## config.mk

```make
export PLATFORM = sky130hd
export DESIGN_NAME = mem_port_arbiter
export DESIGN_NICKNAME = d
export VERILOG_FILES = /design/src/rtl/mem_port_arbiter.sv
export SDC_FILE = /design/constraint.sdc
export NUM_CORES = 1
export LEC_CHECK = 0
export CAP_MARGIN = 20
export CORE_AREA = 4 4 118 120
export CTS_BUF_LIST = sky130_fd_sc_hd__clkbuf_16
export CTS_CLUSTER_SIZE = 24
export DETAILED_ROUTE_END_ITERATION = 6
export DIE_AREA = 0 0 122 124
export GPL_ROUTABILITY_DRIVEN = 0
export HOLD_SLACK_MARGIN = 0.1
export PLACE_DENSITY = 0.78
export SYNTH_ARGS = -nofsm -noshare
export SYNTH_HDL_FRONTEND = slang
export SYNTH_SLANG_ARGS = --single-unit
```

## constraint.sdc

```tcl
create_clock -name clk -period 1.5 [get_ports clk]
set_clock_uncertainty 0.05 [all_clocks]
set_input_delay 0.3 -clock clk [delete_from_list [all_inputs] [get_ports clk]]
set_output_delay 0.3 -clock clk [all_outputs]
set_load 0.05 [all_outputs]
```

## src/rtl/mem_port_arbiter.sv

```systemverilog
// mem_port_arbiter
//   Shares the single-port unified instruction/data memory between three
//   requesters: port 0 = program loader, port 1 = data path (LWI/SWI),
//   port 2 = instruction fetch. One transaction at a time: IDLE arbitrates
//   and latches the winner's command, ISSUE drives the memory strobe,
//   WAIT covers the MEM_LAT read latency, DONE pulses completion.
//
//   Arbitration: the loader always wins; data and fetch alternate
//   round-robin when both request (data is favoured after reset).
//
// Ports
//   clk, reset        clock, synchronous active-high reset
//   req[2:0]          per-port request level
//   we[2:0]           per-port write enable, sampled with req
//   addr[3*ADDR_W]    per-port word address, port i at [i*ADDR_W +: ADDR_W]
//   wdata[3*DATA_W]   per-port write data,   port i at [i*DATA_W +: DATA_W]
//   gnt[2:0]          one-hot grant pulse (ISSUE cycle)
//   done[2:0]         one-hot completion pulse (DONE cycle)
//   rdata             registered read data, held after done
//   busy              high whenever not IDLE
//   mem_en/mem_we     memory strobes, only in ISSUE
//   mem_addr/wdata    latched command towards memory
//   mem_rdata         memory read data
//
// Optional build macro ARB_STATS_EN adds:
//   stat_clr          synchronous clear of all grant counters
//   stat_cnt[47:0]    saturating 16-bit grant counter per port, port i at [i*16 +: 16]
module mem_port_arbiter #(
  parameter int ADDR_W  = 16,
  parameter int DATA_W  = 32,
  parameter int MEM_LAT = 2
) (
  input  logic                  clk,
  input  logic                  reset,
  input  logic [2:0]            req,
  input  logic [2:0]            we,
  input  logic [3*ADDR_W-1:0]   addr,
  input  logic [3*DATA_W-1:0]   wdata,
  output logic [2:0]            gnt,
  output logic [2:0]            done,
  output logic [DATA_W-1:0]     rdata,
  output logic                  busy,
  output logic                  mem_en,
  output logic                  mem_we,
  output logic [ADDR_W-1:0]     mem_addr,
  output logic [DATA_W-1:0]     mem_wdata,
  input  logic [DATA_W-1:0]     mem_rdata
`ifdef ARB_STATS_EN
  ,
  input  logic                  stat_clr,
  output logic [47:0]           stat_cnt
`endif
);

  typedef enum logic [1:0] {
    S_IDLE,
    S_ISSUE,
    S_WAIT,
    S_DONE
  } state_t;

  localparam logic [3:0] LAT_INIT = 4'(MEM_LAT - 1);

  state_t      state, state_nxt;
  logic [3:0]  wait_cnt;
  logic        lat_we;
  logic [1:0]  port;
  logic [1:0]  win;
  logic        fav_fetch;   // 1: fetch wins the next data/fetch tie
  logic [2:0]  port_oh;

  // Winner selection; only meaningful when |req.
  always_comb begin
    win = 2'd0;
    if (req[0])
      win = 2'd0;
    else if (req[1] && req[2])
      win = fav_fetch ? 2'd2 : 2'd1;
    else if (req[1])
      win = 2'd1;
    else
      win = 2'd2;
  end

  always_comb begin
    state_nxt = state;
    case (state)
      S_IDLE:  if (|req) state_nxt = S_ISSUE;
      S_ISSUE: state_nxt = lat_we ? S_DONE : S_WAIT;
      S_WAIT:  if (wait_cnt == 4'd0) state_nxt = S_DONE;
      S_DONE:  state_nxt = S_IDLE;
      default: state_nxt = S_IDLE;
    endcase
  end

  always_ff @(posedge clk) begin
    if (reset) begin
      state     <= S_IDLE;
      wait_cnt  <= '0;
      lat_we    <= 1'b0;
      port      <= 2'd0;
      fav_fetch <= 1'b0;
      mem_addr  <= '0;
      mem_wdata <= '0;
      rdata     <= '0;
    end else begin
      state <= state_nxt;
      case (state)
        S_IDLE: begin
          if (|req) begin
            port      <= win;
            lat_we    <= we[win];
            mem_addr  <= addr[win*ADDR_W +: ADDR_W];
            mem_wdata <= wdata[win*DATA_W +: DATA_W];
            // Loader grants leave the data/fetch pointer untouched.
            if (win != 2'd0)
              fav_fetch <= (win == 2'd1);
          end
        end
        S_ISSUE: wait_cnt <= LAT_INIT;
        S_WAIT: begin
          if (wait_cnt == 4'd0)
            rdata <= mem_rdata;
          else
            wait_cnt <= wait_cnt - 4'd1;
        end
        default: ;
      endcase
    end
  end

  assign port_oh   = 3'b001 << port;
  assign gnt       = (state == S_ISSUE) ? port_oh : 3'b000;
  assign done      = (state == S_DONE)  ? port_oh : 3'b000;
  assign busy      = (state != S_IDLE);
  assign mem_en    = (state == S_ISSUE);
  assign mem_we    = (state == S_ISSUE) && lat_we;

`ifdef ARB_STATS_EN
  logic [15:0] cnt [3];

  always_ff @(posedge clk) begin
    for (int unsigned i = 0; i < 3; i++) begin
      if (reset || stat_clr)
        cnt[i] <= '0;
      else if (gnt[i] && (cnt[i] != 16'hFFFF))
        cnt[i] <= cnt[i] + 16'd1;
    end
  end

  assign stat_cnt = {cnt[2], cnt[1], cnt[0]};
`endif

endmodule
```

==> flow_summary.toml <==
[timing]
fin_setup_tns_ns = -15.63
worst_slew_pin_slew_ns = 0.523
final.setup.worst_slack_ns = -0.290
max-slew-margin-rel_pct = 65.1
min_period_ns = 1.79
slew_viol_final = 0
fmax_mhz = 559
rsz0062_at_grt = "yes"
hold_violations = 0
final-setup-viol-count = 96
post-route-period-util_pct = 119

[worst_setup_path]
rr_startpoint = "state[1]"
r2r_end = "mem_addr[13]"
crit_type = "flip-flop to flip-flop"
cp.depth = 10
slowest_delay_ns = 0.35
crit_family = "buffers and inverters"
path_buf_inv = 6
rr_worst_depth = 10
setup.worst_path.end_class = "flip-flop"
path_common_cell = "buf_6"
path_cells = "inv_2 -> buf_4 -> ha_4 -> buf_6 -> buf_6 -> o31ai_4 -> buf_6 -> buf_8 -> a32oi_1 -> a21oi_1"
arrival_ns = 2.01
crit_fanout = 8
critical_path_required_ns = 1.72
r2r_slack_ns = -0.29
worst_setup_path_start_kind = "flip-flop"
cp_slowest_cell = "dfxtp_2"

[drt]
wire_per_inst_um = 20.9
ant_nets = 0
wl_met3_mm = 1.95
avgViaCountPerCell = 5.54
firstDrtPassIters = 5
wl_met2_mm = 10.9
wl_met1_mm = 7.22
drt_iter0_drc = 358
drcViolationCount = 0
routed_wirelength_mm = 20.9
dr.max_layer_used = "met4"
dr_total_vias = 5550

[finish]
n_antenna_cell = 0
nNetsFinal = 1010
area_growth_pct = 136
drive_above_1_share_pct = 40.2
layout.cells.non_filler = 1002
fillers = 782

[grt]
grt_pass1_wl_mm = 28.4
antenna_found_initial = 0
grt_max_degree = 36
grt.total_usage_pct = 24.1
grt_pass1_vias = 5554
grt_overflow = 0

[power]
leakage_nw = 3.76
pwr_density_cell_nw_per_um2 = 1910
p_total_w = 0.0189
peakVddDrop_uv = 1110

[logic_synthesis]
ys_ff_latch = 90
synthFlopType = "dfxtp_1"
post-synth-top-count-cell = "nand2_1"
async_reset_ff_share_pct = 0
synth_area_leaders = "dfxtp_1, a31oi_1, nand2_1, a21oi_1, a32oi_1"
ys_seq_area_share_pct = 43.1
netlist.area_leader.share_pct = 43.1
synthDistinctLibCells = 41
synthesis.nets = 707
syn_area_um2 = 4180
postSynthCellCount = 518
synth_top_cell_by_area = "dfxtp_1"
yosys_warnings = 0
synth-edff-count = 0
synth_area_per_cell_um2 = 8.07
synth_common_cells = "nand2_1, dfxtp_1, a31oi_1"

[place]
hpwl_mm = 13.1
dpl.cell_count = 951
port_buffers = 272

[clock_tree]
clk_pin_slew_ns = 0.07
cts_tree = "yes"
cts_buffer_depth = 2
cts_root_buffer = "clkbuf_16"
clkLatencyLatePin_ns = 0.34
clock-sinks = 90
postCtsHoldBufs = 0
htree_levels = 3
numCtsBuffers = 9

[floorplanning]
start_util_pct = 32.2
num_rows = 42
core_um2 = 13000
io_pins = 273
die_h_um = 124
die_w_um = 122
die_area_um2 = 15100

[status]
failed_checks = "setup timing"
status = "complete, but fails checks"

[min_path]
min-delay-start = "reset"
holdPathStages = 3
hold_end = "wait_cnt[1]"
hp-class = "input port to flip-flop"

[flow_run]
maxCapViolCount = 0
[placed cells by master, fill, tap and decap left out, types with 3 or more instances in the layout]
cell,instances
o21ai_0,3
a32oi_1,11
a21oi_2,35
inv_2,4
dfxtp_2,4
a32oi_2,19
and3b_2,5
clkdlybuf4s50_1,179
nand2_4,25
nor3_1,3
a21oi_1,19
nand2_2,6
a31oi_4,6
buf_4,28
inv_6,3
a31oi_1,51
buf_12,104
a311oi_1,3
a31oi_2,8
o21ai_1,17
buf_16,4
nor2_1,6
nand2_1,69
o21ai_2,16
nand3_1,34
buf_6,21
clkbuf_16,13
ha_4,5
dfxtp_1,85
[state kept, by name (all words and copies together), names as in the netlist]
| name | flops |
|---|---|
| port | 2 |
| lat_we | 1 |
| state | 2 |
| mem_wdata | 32 |
| fav_fetch | 1 |
| rdata | 32 |
| wait_cnt | 4 |
| mem_addr | 16 |
[metrics by stage]
step           setup WS, ns  utilization [%]  hold WS (ns)  cell area (um2)
4_1_cts              -0.255             70.8         0.277             9180
2_1_floorplan       -0.0444                -         0.386             4260
6_report             -0.290             75.9         0.291             9860
3_3_place_gp         -0.425             63.4         0.430             8230
5_1_grt              -0.354             75.9         0.313             9860
3_5_place_dp         -0.513             63.4         0.435             8230
[layout make-up]
cell class	count	area (um2)	area share (%)
multi-input combinational	367	2930	29.7
clock inverter	7	51.3	0.521
clock buffer	9	225	2.29
timing repair buffer	346	4590	46.6
inverter	7	32.5	0.330
sequential	90	1810	18.4
tap	176	220	2.23
[worst reg2reg max path, delay by kind of cell, from the launching register on]
| family | cells | cell delay (ns) |
|---|---|---|
| adders and majority gates | 1 | 0.16 |
| buffers and inverters | 6 | 0.77 |
| AOI/OAI and AO/OA | 3 | 0.40 |
| DFF | 1 | 0.35 |
[repair_timing]
action                     in CTS  in global routing
pin swaps                      34                 76
buffers inserted               16                  8
setup endpoints to repair      73                 99
cloned                         10                  4
resized for setup             109                133
[power by group]
group	leakage [nW]	switching [W]	internal [W]
Combinational	2.88	0.00633	0.00646
Clock	0.134	0.00103	0.00114
Sequential	0.741	0.000805	0.00310
Total	3.76	0.00816	0.0107
[metal layers]
layer	vias to the layer above	global-route usage (%)
li1	2523	-
met1	2628	25.7
met2	329	42.5
met3	70	8.31
met4	0	11.7
met5	-	0
[cells by family after synthesis]
family | Yosys count | share of synthesized area [%]
adder cells (fa/ha/maj) | 5 | 1.50
multiplexers | 1 | 0.239
buffers and inverters | 61 | 7.48
AO/OA/AOI/OAI | 198 | 29.9
flip-flops | 90 | 43.1
AND/OR/NAND/NOR | 163 | 17.8
[worst max path at each step]
stage	startpoint	end	slack, ns
4_1_cts	state[1]	gnt[1]	-0.25
5_1_grt	state[1]	mem_addr[13]	-0.35
2_1_floorplan	state[1]	mem_addr[10]	-0.04
3_3_place_gp	req[2]	mem_addr[8]	-0.42
6_report	state[1]	mem_addr[13]	-0.29
3_5_place_dp	req[2]	mem_addr[11]	-0.51
Power figures use the tool's default switching activity.
==> RTL edit: new RTL, config.mk and constraints unchanged <==
Set the parameter `ADDR_W` to 15 (it was 16).
--- a/src/rtl/mem_port_arbiter.sv
+++ b/src/rtl/mem_port_arbiter.sv
@@ -28,3 +28,3 @@
 module mem_port_arbiter #(
-  parameter int ADDR_W  = 16,
+  parameter int ADDR_W  = 15,
   parameter int DATA_W  = 32,
Interface: changed (resized addr and mem_addr); port bits go from 273 to 269. The function was not compared with the original's and may differ.
==> RTL edit against the original RTL <==
  * The flow still finishes with violations (setup timing)
  * Utilization is 2.3 points lower
  * Die area unchanged
  * Worst hold slack got worse by 73 ps
  * Area after synthesis is 1.6% higher
  * First-iteration DRC count decreased by 28%
  * Routed wire length shrank 7.6%
  * Cell area shrank 3.1%
  * Sequential cell count decreased by 1
  * Critical path type is now reg2out
  * Power shrank 3.8%
  * Sequential power down 1%
  * Worst setup slack better by 73 ps
  * Critical path depth decreased by 6
==> RTL edit: results (changes against the original RTL) <==
status=finished, violations left (unchanged); failing checks=setup timing (unchanged); largest cells by area after synthesis=dfxtp_1 (42%), a32oi_1 (9.9%), a21oi_1 (8.1%) (was dfxtp_1 (43%), a31oi_1 (9.7%), nand2_1 (9.0%)); WHS Endpoint=mem_addr[14] (was wait_cnt[1]); Mapped Nets=682 (was 707); initial antenna violation count=0 (unchanged); Iteration-0 DRC Markers=258 (was 358); reg-to-reg slack, setup=-170 ps (was -290 ps); Post-CTS Setup Bufs=10 (was 16); sequential share of the synthesized area=0.419 (was 0.431); PD cells=1900 nW/um^2 (was 1910 nW/um^2); worst setup path start=state[0] (was state[1]); hpwl dp=12.9 mm (was 13.1 mm); wire per inst=20.1 um (was 20.9 um); worst relative slew slack=0.541 (was 0.651); # fillers=822 (was 782); Worst Setup EP=gnt[1] (was mem_addr[13]); most instantiated cells after synthesis=dfxtp_1 (89), a21oi_1 (69), nand2_1 (67) (was nand2_1 (100), dfxtp_1 (90), a31oi_1 (65)); # nets final=966 (was 1,010); reg2reg path depth=9 (was 10); Pre-Repair DR Iteration Count=5 (unchanged); Seq power=0.00386 W (was 0.00391 W); CP Data Arrival Time=1370 ps (was 2010 ps); Clk Latency, worst-skew pair=330 ps; biggest regs=mem_wdata: 32 flops, rdata: 32 flops, mem_addr: 15 flops (was mem_wdata: 32 flops, rdata: 32 flops, mem_addr: 16 flops); r2r endpoint=mem_wdata[13] (was mem_addr[13]); post_cts resized=26 (was 109); delay-heaviest family, CP=flip-flops (was buffers and inverters); Clk. pwr=0.00245 W (was 0.00217 W); Mean Syn Cell Area=8.57 um^2 (was 8.07 um^2); Reg clk slew, reported paths=70 ps (about the same); maximum vdd drop=1.11 mV (about the same); slowest CP cell=dfxtp_4 (was dfxtp_2); htree depth=3 (unchanged); Root Buffer=clkbuf_16 (unchanged); largest net degree at the start of global routing=49 (was 36); layout cells sized above 1=0.354 (was 0.402); synth unique cells=48 (was 41); first-pass GRT wire length=27.7 mm (was 28.4 mm); vias in the first global route=5,361 (was 5,554); Avg Vias per Cell=5.61 (was 5.54); gr usage total=0.233 (was 0.241); slack of the critical path=-217 ps (was -290 ps); P_leak=3.42 nW (was 3.76 nW); Final setup viols=87 (was 96); placed instance count=918 (was 951); setup TNS=-8690 ps (was -15,630 ps); Max FO, Critical Path=6 (was 8); Pint=0.0105 W (was 0.0107 W); IO Port Bufs=268 (was 272); drt total wl=19.3 mm (was 20.9 mm); Hold Path Stages=2 (was 3)
==> RTL edit: routing by layer <==
layer  GRT usage  share of wire  vias to the layer above
met5           0              0                        -
met4       0.115          0.032                        0
met3      0.0640          0.086                       45
met2       0.416           0.52                      312
met1       0.254           0.37                     2593
li1            -              -                     2440
==> RTL edit: area by class of cell <==
type / count / area share
multi-input cells: 333 / 0.290
well taps: 176 / 0.0230
clock inverters: 7 / 0.0106
inverters: 22 / 0.00956
clock buffers: 9 / 0.0236
repair buffers: 325 / 0.455
flip-flops and latches: 89 / 0.188
==> RTL edit: cells by family after synthesis <==
group	share of synthesized area
DFF	0.419
and+or+nand+nor	0.131
AOI/OAI and AO/OA	0.345
muxes	0.00236
buffers and inverters	0.0875
adders and majority gates	0.0147
==> RTL edit: stage by stage <==
step / area, um^2 / hold slack [ps] / setup WS (ps)
final: 9550 / 218 / -217
after global routing: 9550 / 235 / -260
after CTS: 9030 / 210 / -229
after detailed placement: 8300 / 437 / -466
after global placement: 8300 / 430 / -400
after floorplan: 4410 / 386 / -103
